[src/rtl/riscv_pkg.sv]
// Shared types and constants for the fetch stage and its IF/ID register.
// No logic lives here.
// Not applicable.
package riscv_pkg;

  localparam int XLEN = 32;

  // addi x0, x0, 0
  localparam logic [XLEN-1:0] NOP_INSTR = 32'h0000_0013;

  typedef enum logic [1:0] {
    S_REQ,
    S_WAIT,
    S_HOLD,
    S_DRAIN
  } fetch_state_t;

  // One IF/ID pipeline slot.
  typedef struct packed {
    logic [XLEN-1:0] instr;
    logic [XLEN-1:0] pc;
    logic [XLEN-1:0] pcplus4;
    logic            valid;
  } ifid_t;

endpackage

[src/rtl/if_id_reg.sv]
// IF/ID pipeline register with enable and clear; clear wins over enable.
// Latency: one cycle from d to q.
// Backpressure: en=0 holds every field unchanged.
module if_id_reg
  import riscv_pkg::*;
#(
  parameter logic [XLEN-1:0] NOP = riscv_pkg::NOP_INSTR
) (
  input  logic  clk,
  input  logic  rst_n,
  input  logic  clr,
  input  logic  en,
  input  ifid_t d,
  output ifid_t q
);

  localparam ifid_t CLR_VAL = '{instr: NOP, pc: '0, pcplus4: '0, valid: 1'b0};

  // Pipeline slot: reset and clear load a bubble, enable loads the next slot.
  always_ff @(posedge clk) begin
    if (!rst_n) begin
      q <= CLR_VAL;
    end else if (clr) begin
      q <= CLR_VAL;
    end else if (en) begin
      q <= d;
    end
  end

endmodule

[src/rtl/fetch_stage.sv]
// IF stage and IF/ID register: owns PCF, issues one imem request at a time, drops stale data.
// Latency: best case 2 cycles per instruction (request accepted, response next cycle).
// Backpressure: StallD parks a fetched instruction in a hold buffer; imem_ready=0 holds the request.
module fetch_stage
  import riscv_pkg::*;
#(
  parameter logic [XLEN-1:0] RESET_PC  = 32'h0000_0000,
  parameter logic [XLEN-1:0] NOP_INSTR = riscv_pkg::NOP_INSTR
) (
  input  logic            clk,
  input  logic            rst_n,
  input  logic            StallD,
  input  logic            FlushD,
  input  logic            PCSrcE,
  input  logic [XLEN-1:0] PCTargetE,
  output logic            imem_req,
  output logic [XLEN-1:0] imem_addr,
  input  logic            imem_ready,
  input  logic            imem_rvalid,
  input  logic [XLEN-1:0] imem_rdata,
  output logic [XLEN-1:0] InstrD,
  output logic [XLEN-1:0] PCD,
  output logic [XLEN-1:0] PCPlus4D,
  output logic            ValidD
);

  fetch_state_t    state_q, state_n;
  logic [XLEN-1:0] pcf_q, pcf_n;
  logic [XLEN-1:0] hold_q;
  logic            hold_vld_q;
  logic            hold_load;
  logic            xfer;
  logic [XLEN-1:0] xfer_instr;
  ifid_t           ifid_d, ifid_q;

  assign imem_req  = rst_n && (state_q == S_REQ);
  assign imem_addr = pcf_q;

  // Next state, next PC and transfer decision; a redirect overrides everything else.
  always_comb begin
    state_n    = state_q;
    pcf_n      = pcf_q;
    xfer       = 1'b0;
    xfer_instr = hold_q;
    hold_load  = 1'b0;
    if (PCSrcE) begin
      pcf_n = PCTargetE;
      case (state_q)
        S_REQ:   state_n = imem_ready  ? S_DRAIN : S_REQ;
        S_WAIT:  state_n = imem_rvalid ? S_REQ   : S_DRAIN;
        S_HOLD:  state_n = S_REQ;
        S_DRAIN: state_n = imem_rvalid ? S_REQ   : S_DRAIN;
        default: state_n = S_REQ;
      endcase
    end else begin
      case (state_q)
        S_REQ: begin
          if (imem_ready) state_n = S_WAIT;
        end
        S_WAIT: begin
          if (imem_rvalid) begin
            if (!StallD) begin
              xfer       = 1'b1;
              xfer_instr = imem_rdata;
              pcf_n      = pcf_q + 32'd4;
              state_n    = S_REQ;
            end else begin
              hold_load = 1'b1;
              state_n   = S_HOLD;
            end
          end
        end
        S_HOLD: begin
          // The held word is already fetched, so no re-request of this PC.
          if (!StallD) begin
            xfer    = 1'b1;
            pcf_n   = pcf_q + 32'd4;
            state_n = S_REQ;
          end
        end
        S_DRAIN: begin
          if (imem_rvalid) state_n = S_REQ;
        end
        default: state_n = S_REQ;
      endcase
    end
  end

  // State and program counter registers.
  always_ff @(posedge clk) begin
    if (!rst_n) begin
      state_q <= S_REQ;
      pcf_q   <= RESET_PC;
    end else begin
      state_q <= state_n;
      pcf_q   <= pcf_n;
    end
  end

  // Hold buffer: captures a response that decode could not take.
  always_ff @(posedge clk) begin
    if (!rst_n) begin
      hold_q     <= '0;
      hold_vld_q <= 1'b0;
    end else begin
      if (hold_load) hold_q <= imem_rdata;
      hold_vld_q <= (state_n == S_HOLD);
    end
  end

  // Transfer loads a real instruction; otherwise a bubble that keeps the PC fields.
  assign ifid_d = xfer ? '{instr: xfer_instr, pc: pcf_q, pcplus4: pcf_q + 32'd4, valid: 1'b1}
                       : '{instr: NOP_INSTR, pc: ifid_q.pc, pcplus4: ifid_q.pcplus4, valid: 1'b0};

  if_id_reg #(.NOP(NOP_INSTR)) u_if_id (
    .clk   (clk),
    .rst_n (rst_n),
    .clr   (FlushD),
    .en    (!StallD),
    .d     (ifid_d),
    .q     (ifid_q)
  );

  assign InstrD   = ifid_q.instr;
  assign PCD      = ifid_q.pc;
  assign PCPlus4D = ifid_q.pcplus4;
  assign ValidD   = ifid_q.valid;

  // A response is only legal while a request is outstanding (S_WAIT or S_DRAIN).
  a_no_stray_rvalid : assert property (@(posedge clk) disable iff (!rst_n)
    !(imem_rvalid && (state_q == S_REQ || state_q == S_HOLD)));

  // S_HOLD is only ever entered with a captured word.
  a_hold_valid : assert property (@(posedge clk) disable iff (!rst_n)
    (state_q == S_HOLD) |-> hold_vld_q);

endmodule

[config.mk]
export PLATFORM = sky130hd
export DESIGN_NAME = fetch_stage
export DESIGN_NICKNAME = d
export VERILOG_FILES = /design/src/rtl/riscv_pkg.sv /design/src/rtl/if_id_reg.sv /design/src/rtl/fetch_stage.sv
export SDC_FILE = /design/constraint.sdc
export NUM_CORES = 1
export LEC_CHECK = 0
export BUFFER_PORTS_ARGS = -buffer_cell sky130_fd_sc_hd__buf_2
export CORE_MARGIN = 2
export CORE_UTILIZATION = 54
export DETAILED_ROUTE_END_ITERATION = 12
export PLACE_DENSITY = 0.76
export SKIP_LAST_GASP = 1
export SLEW_MARGIN = 10
export SYNTH_ARGS = -nofsm -noshare
export SYNTH_HDL_FRONTEND = slang
export SYNTH_HIERARCHICAL = 1
export SYNTH_SLANG_ARGS = --single-unit
export TNS_END_PERCENT = 100
[constraint.sdc]
create_clock -name clk -period 2.45 [get_ports clk]
set_input_delay 0 -clock clk [delete_from_list [all_inputs] [get_ports clk]]
set_output_delay 0 -clock clk [all_outputs]
set_load 0.01 [all_outputs]
==> impl_metrics.ini, run 1 <==
[worst_setup_path]
critPathLaunch = imem_addr[10]
worstPathRequired_ns = 2.82
cp-start-kind = register
critPathCaptureType = register
rrSetupSlack_ns = 0.15
worstPathArrival_ns = 2.67
crit_end = u_if_id/q[23]
cp_max_fo = 6
r2r-end = u_if_id/q[23]
worst-setup-path-type = register to register
r2r_cells = 7
rr_startpoint = imem_addr[10]

[clock_network]
insertion_delay_ns = 0.43
cts_sinks = 163
clkTransAtPathRegs_ns = 0.07
h-tree-depth = 4
ctsRootBufferMaster = clkbuf_16
cts_tree = yes
cts_buffers = 17
cts_max_path_buffers = 2

[grt]
grt_max_degree = 67
grt_pass1_wl_um = 41100
antenna_found_initial = 0
overflow = 0
grt_pass1_vias = 8075
grtUsageTotal = 0.311

[die]
io_pins = 201
dieArea_sq_um = 16700
rows = 45
fp.coreArea_sq_um = 15300
die_w_um = 129
start_util = 0.554
dieHeight_um = 129

[sta]
rsz0062_at_grt = no
slew_violations = 0
relSlewSlack = 0.519
setup_viol = 0
fin_crit_ns = 2.30
fmax_mhz = 435
hold_viol_final = 0
worst_pin_slew_ns = 0.714
setup_tns_ns = 0
post-route-period-util = 0.938
fin_skew_ns = 0.0111

[synthesis]
synth_top_area_frac = 0.386
synthesis.instances = 1089
ys_warn_count = 6
syn_avg_cell_area_sq_um = 7.76
synth_ff_type = dfxtp_1
synth_top_area_cell = dfxtp_1
ys_seq_elements = 163
syn_nets = 1166
ys_types = 54
synthTopCellsByArea = dfxtp_1 39%, mux2i_1 11%, nand2_1 11%
synth_edf_count = 0
post-synth-top-count-cell = nand2_1
synth_top_cells_by_count = 242 x nand2_1, 163 x dfxtp_1, 127 x nor2_1
seq_area_frac_synth = 0.386
synthArstFlopShare = 0
mappedNetlistArea_sq_um = 8460

[pwr]
power_density_nw_per_um2 = 602
leakage_nw = 4.70
ir_drop_uv = 427
total_power_mw = 6.62

[run]
cap_violations = 0

[hold_path]
hp-class = primary input to register

[finish]
area_growth_pct = 30.1
nets = 1413
diodes = 0
drive_above_1_share = 0.231

[route]
via_count = 8877
drc_errors = 0
vias_per_cell = 5.69
drtAntennaViolNets = 0
avgRoutedWirePerCell_um = 16.8
firstDrtPassIters = 5
routed_wirelength_um = 26100
dr.first_iter.drc_count = 724

[placement]
place_congestion = 0.957
hpwl_um = 17500
port_buffers = 200

[outcome]
outcome = completed
[where the power goes]
group	leakage, nW	switching [mW]	total, mW	internal, mW
registers	1.32	0.0652	2.78	2.71
logic	3.07	0.562	0.956	0.394
clock network	0.316	1.14	2.88	1.75
[flip-flops by register name (all words and copies together) (netlist names)]
signal and count:
hold_q 32, state_q 2, imem_addr 32, u_if_id/q 97
[cell usage in the layout, fill, tap and decap left out, types with 4 or more instances in the layout]
cell type / n
nand2_1: 242
buf_2: 200
dfxtp_1: 162
nor2_1: 127
mux2i_1: 97
a21oi_1: 71
dlygate4sd3_1: 64
o21ai_0: 60
buf_4: 57
a31oi_1: 23
xnor2_1: 19
nand4_1: 18
clkbuf_16: 17
or4_1: 15
inv_1: 14
nand3_1: 14
or3_1: 13
nor4_1: 12
nor3_1: 11
o31ai_1: 9
and4_1: 8
a211o_1: 7
inv_6: 6
ha_1: 6
nor2b_1: 5
a221o_1: 4
or2_2: 4
a311oi_1: 4
bufinv_16: 4
[through the flow]
step / setup WS [ns] / hold slack (ns) / std cells / instance area [sq um] / util
finish: 0.153 / 0.0391 / 1560 / 11000 / 0.721
global route: 0.0275 / 0.0303 / 1560 / 11000 / 0.721
CTS: 0.172 / 0.0245 / 1560 / 11000 / 0.721
detailed placement: 0.201 / 0.245 / 1464 / 9720 / 0.637
global placement: 0.241 / 0.239 / 1464 / 9720 / 0.637
floorplan: 0.206 / 0.136 / 1089 / 8460 / -
[timing repair]
action	in CTS	in global routing
hold buffers	64	0
endpoints found under the hold margin	85	0
setup endpoints to repair	0	1
setup buffers	0	0
resized for setup	0	1
[cell families after synthesis]
group / after synthesis / share of synthesized area
AO/OA/AOI/OAI: 199 / 0.140
XOR/XNOR: 22 / 0.0228
adder cells (fa/ha/maj): 6 / 0.00888
buffers and inverters: 111 / 0.0669
flip-flops: 163 / 0.386
multiplexers: 97 / 0.115
AND/OR/NAND/NOR: 491 / 0.261
[worst max-delay path, cell delays in order, from the launching register on]
cell	delay, ns
dfxtp_1	0.48
nand4_2	0.17
or4_1	0.66
buf_4	0.21
or3_1	0.34
a31oi_1	0.19
mux2i_1	0.10
nor2_1	0.10
[layer usage]
layer  part of all wire  track usage  wire, um  vias up
met2               0.45        0.473     11600      473
met4              0.025        0.118       659        0
li1                   -            -         -     4250
met5                  0            0         0        -
met3              0.091       0.0595      2380       57
met1               0.44        0.437     11500     4097
[area by class of cell]
class | instances | area (sq um)
Clock inverter | 14 | 196
Timing Repair Buffer | 324 | 2130
Multi-Input combinational cell | 815 | 4650
Fill cell | 1170 | 4260
Clock buffer | 18 | 439
Tap cell | 211 | 264
Inverter | 15 | 61.3
Sequential cell | 163 | 3260
[worst min-delay path by stage]
stage | start | end | slack [ns] | cells past startpoint
after CTS | imem_ready | state_q[1] | 0.02 | 3
after global placement | PCTargetE[0] | imem_addr[0] | 0.24 | 3
final | imem_ready | state_q[1] | 0.04 | 3
after detailed placement | PCTargetE[0] | imem_addr[0] | 0.25 | 3
after global routing | imem_ready | state_q[0] | 0.03 | 3
after floorplan | imem_rdata[0] | hold_q[0] | 0.14 | 2
Power figures use the tool's default switching activity.
==> run 2: changes to the inputs <==
CORE_MARGIN = 10   (was 2)
==> impl_metrics.ini, run 2 (same netlist as run 1, synthesis figures left out) <==
[worst_setup_path]
critPathCaptureType = register
cp_max_fo = 17
cp-start-kind = register
worst-setup-path-type = register to register
worstPathArrival_ns = 2.71
worstPathRequired_ns = 2.76

[sta]
fin_ws_ns = 0.0551
post-route-period-util = 0.978
fin_skew_ns = 0.0109
hold_viol_final = 0
slew_violations = 0
relSlewSlack = 0.535
fmax_mhz = 418
fin_crit_ns = 2.39
setup_viol = 0
worst_pin_slew_ns = 0.696

[grt]
grtUsageTotal = 0.251
grt_pass1_vias = 8030
grt_pass1_wl_um = 44000
antenna_found_initial = 0
overflow = 0
grt_max_degree = 55

[die]
dieArea_sq_um = 21100
rows = 45
io_pins = 201
die_w_um = 145
fp.coreArea_sq_um = 15300
start_util = 0.554
dieHeight_um = 145

[finish]
final_common_cell = nand2_1
multi_input_area_sq_um = 4650
fillCellCount = 1222
drive_above_1_share = 0.231
diodes = 0
final_cell_mix = 242 x nand2_1, 201 x buf_2, 162 x dfxtp_1, 127 x nor2_1, 97 x mux2i_1
nets = 1414
area_growth_pct = 29.3
largest_register_ffs = 97
stdcell_count = 1561
largest-register = u_if_id/q
regArea_sq_um = 3260

[clock_network]
cts_sinks = 163
cts_tree = yes
ctsRootBufferMaster = clkbuf_16
cts_buffers = 17
h-tree-depth = 4
clkTransAtPathRegs_ns = 0.06
cts_max_path_buffers = 2
insertion_delay_ns = 0.44

[placement]
port_buffers = 200
hpwl_um = 19400
dp_cells = 1462
place_congestion = 0.929
dp_slack_ns = 0.115

[pwr]
ir_drop_uv = 453
leakage_nw = 4.66
power_density_nw_per_um2 = 585

[run]
cap_violations = 0

[route]
drc_errors = 0
drtAntennaViolNets = 0
via_count = 8869
dr.first_iter.drc_count = 1077
firstDrtPassIters = 6
avgRoutedWirePerCell_um = 18.1
vias_per_cell = 5.68
routed_wirelength_um = 28300

[outcome]
outcome = completed

[hold_path]
hp-class = primary input to register
-- run 2: changes by cell type in the layout (fill, tap and decap cells not counted) --
cell and delta:
bufinv_16 -3, clkinvlp_4 +3, inv_8 +3, buf_12 -2, buf_6 +2, buf_2 +1, clkinv_1 +1, clkinv_2 -1
clkinv_4 -1, inv_1 -1, inv_6 -1
-- run 2: routing by layer --
metal	vias to the layer above	global-route usage	wire [um]
li1	4258	-	-
met1	4077	0.332	12000
met2	466	0.376	12600
met3	68	0.0733	2860
met4	0	0.100	871
met5	-	0	0
-- run 2: per-stage QoR --
step                 TNS, ns  instance area [sq um]  hold WS (ns)  power, mW  utilization
finish                     0                  10900        0.0493       6.40        0.717
global route        -0.00545                  10900        0.0678       6.61        0.717
CTS                        0                  10900        0.0218       6.37        0.715
detailed placement         0                   9680         0.241       3.68        0.635
global placement           0                   9680         0.235       3.67        0.635
floorplan                  0                   8460         0.136       3.37            -
-- run 2: layout make-up --
type / count / area share
clock inverter: 14 / 0.0128
clock buffer: 18 / 0.0402
timing repair buffer: 325 / 0.194
multi-input combinational: 815 / 0.425
tap: 211 / 0.0241
inverter: 15 / 0.00561
sequential: 163 / 0.299
-- run 2: path summary, 6_finish.rpt --
check | startpoint | endpoint | slack, ns | cells past startpoint
worst min-delay path | imem_ready | state_q[1] | 0.05 | 3
worst min register to register | hold_q[29] | hold_q[29] | 0.46 | 2
worst max-delay path | state_q[1] | u_if_id/q[28] | 0.06 | 8
worst max register to register | state_q[1] | u_if_id/q[28] | 0.06 | 8
-- run 2: critical path: stages (launching register included) --
cell     delay, ns
dfxtp_1       0.41
inv_1         0.12
ha_1          0.28
or3b_1        0.34
or2_4         0.33
buf_4         0.21
o31a_1        0.32
mux2i_1       0.20
nor2_1        0.07
-- run 2: power breakdown --
group          switching, mW  internal [mW]  total (mW)
logic                  0.566          0.391       0.956
clock network           1.20           1.45        2.65
registers             0.0745           2.71        2.79
-- run 2: timing repair --
item,in CTS,in global routing
setup buffers,0,3
endpoints found under the hold margin,89,0
gates resized for setup,0,3
setup endpoints to repair,0,14
hold buffers,64,0
==> run 3: changes to the inputs <==
MAX_ROUTING_LAYER = met4   (was not set)
SKIP_CTS_REPAIR_TIMING = 1   (was not set)
==> impl_metrics.ini, run 3 (same netlist as run 1, synthesis figures left out) <==
[worst_setup_path]
cp-start-kind = register
r2r_cells = 8
worst-setup-path-type = register to register
worstPathArrival_ns = 2.67
cp_max_fo = 17
worstPathRequired_ns = 2.76
critPathCaptureType = register

[outcome]
outcome = finished with violations
violations = hold timing

[finish]
final_cell_mix = 242 x nand2_1, 201 x buf_2, 162 x dfxtp_1, 127 x nor2_1, 97 x mux2i_1
nets = 1413
largest_register_ffs = 97
final_common_cell = nand2_1
final_area_sq_um = 10900
largest-register = u_if_id/q
stdcell_count = 1562
area_growth_pct = 29.2
drive_above_1_share = 0.231
fin_util = 0.716

[placement]
dpl-instance-area_sq_um = 9680
port_buffers = 200
hpwl_um = 19400
place_congestion = 0.945
dp_cells = 1462

[run]
cap_violations = 0

[sta]
fin_skew_ns = 0.0118
fmax_mhz = 424
setup_viol = 0
worst_pin_slew_ns = 0.704
relSlewSlack = 0.530
hold_viol_final = 1
fin_crit_ns = 2.36
post-route-period-util = 0.962
hold-worst-slack_ns = -0.0448
slew_violations = 0

[clock_network]
cts_max_path_buffers = 2
ctsRootBufferMaster = clkbuf_16
cts_buffers = 17
insertion_delay_ns = 0.45
clkTransAtPathRegs_ns = 0.06
h-tree-depth = 4
cts_tree = yes
cts_sinks = 163

[die]
die_w_um = 145
io_pins = 201
rows = 45
dieHeight_um = 145
start_util = 0.554
dieArea_sq_um = 21100
fp.coreArea_sq_um = 15300

[route]
dr.first_iter.drc_count = 1002
avgRoutedWirePerCell_um = 18.2
firstDrtPassIters = 5
vias_per_cell = 5.65
drtAntennaViolNets = 0
routed_wirelength_um = 28400
drc_errors = 0
via_count = 8828

[pwr]
leakage_nw = 4.65
power_density_nw_per_um2 = 586
total_power_mw = 6.41
ir_drop_uv = 456

[hold_path]
hold-path-cell-count = 3
hp-class = primary input to register

[grt]
antenna_found_initial = 2
grt_max_degree = 55
grt_pass1_vias = 7528
grt_pass1_wl_um = 41600
grtUsageTotal = 0.245
overflow = 0
run 3: cell count changes in the layout (fill, tap and decap cells not counted), sizes merged:
cell         change
diode            +2
dlygate4sd3      -1
run 3: final timing paths:
path,to,slack [ns],startpoint
setup reg to reg,u_if_id/q[28],0.09,state_q[1]
setup / recovery,u_if_id/q[28],0.09,state_q[1]
hold / removal,imem_addr[19],-0.04,PCTargetE[19]
hold reg to reg,hold_q[29],0.46,hold_q[29]
run 3: per-layer routing:
metal | global-route usage | up-vias | part of all wire
li1 | - | 4257 | -
met5 | - | - | 0
met3 | 0.0640 | 51 | 0.090
met4 | 0.0667 | 0 | 0.022
met1 | 0.325 | 4081 | 0.43
met2 | 0.362 | 439 | 0.45
run 3: cell type report:
type                       count  area [sq um]
fill                        1234          4330
timing repair buffer         324          2110
inverter                      15          61.3
sequential                   163          3260
tap                          211           264
antenna                        2          5.00
multi-input combinational    815          4650
clock buffer                  18           439
clock inverter                14           140
run 3: stage by stage:
step / setup WS [ns] / setup TNS [ns]
after floorplan: 0.206 / 0
after global placement: 0.227 / 0
after detailed placement: 0.115 / 0
after CTS: 0.0684 / 0
after global routing: -0.00432 / -0.00432
final: 0.0921 / 0
run 3: where the power goes:
part	internal (mW)	leakage (nW)	switching, mW
Sequential	2.71	1.32	0.0739
Combinational	0.390	3.05	0.566
Clock	1.45	0.279	1.21
run 3: worst max-delay path, stage by stage (launching register included):
cell	delay [ns]
dfxtp_1	0.40
inv_1	0.11
ha_1	0.28
or3b_1	0.34
or2_4	0.33
buf_4	0.21
o31a_1	0.32
mux2i_1	0.19
nor2_1	0.06
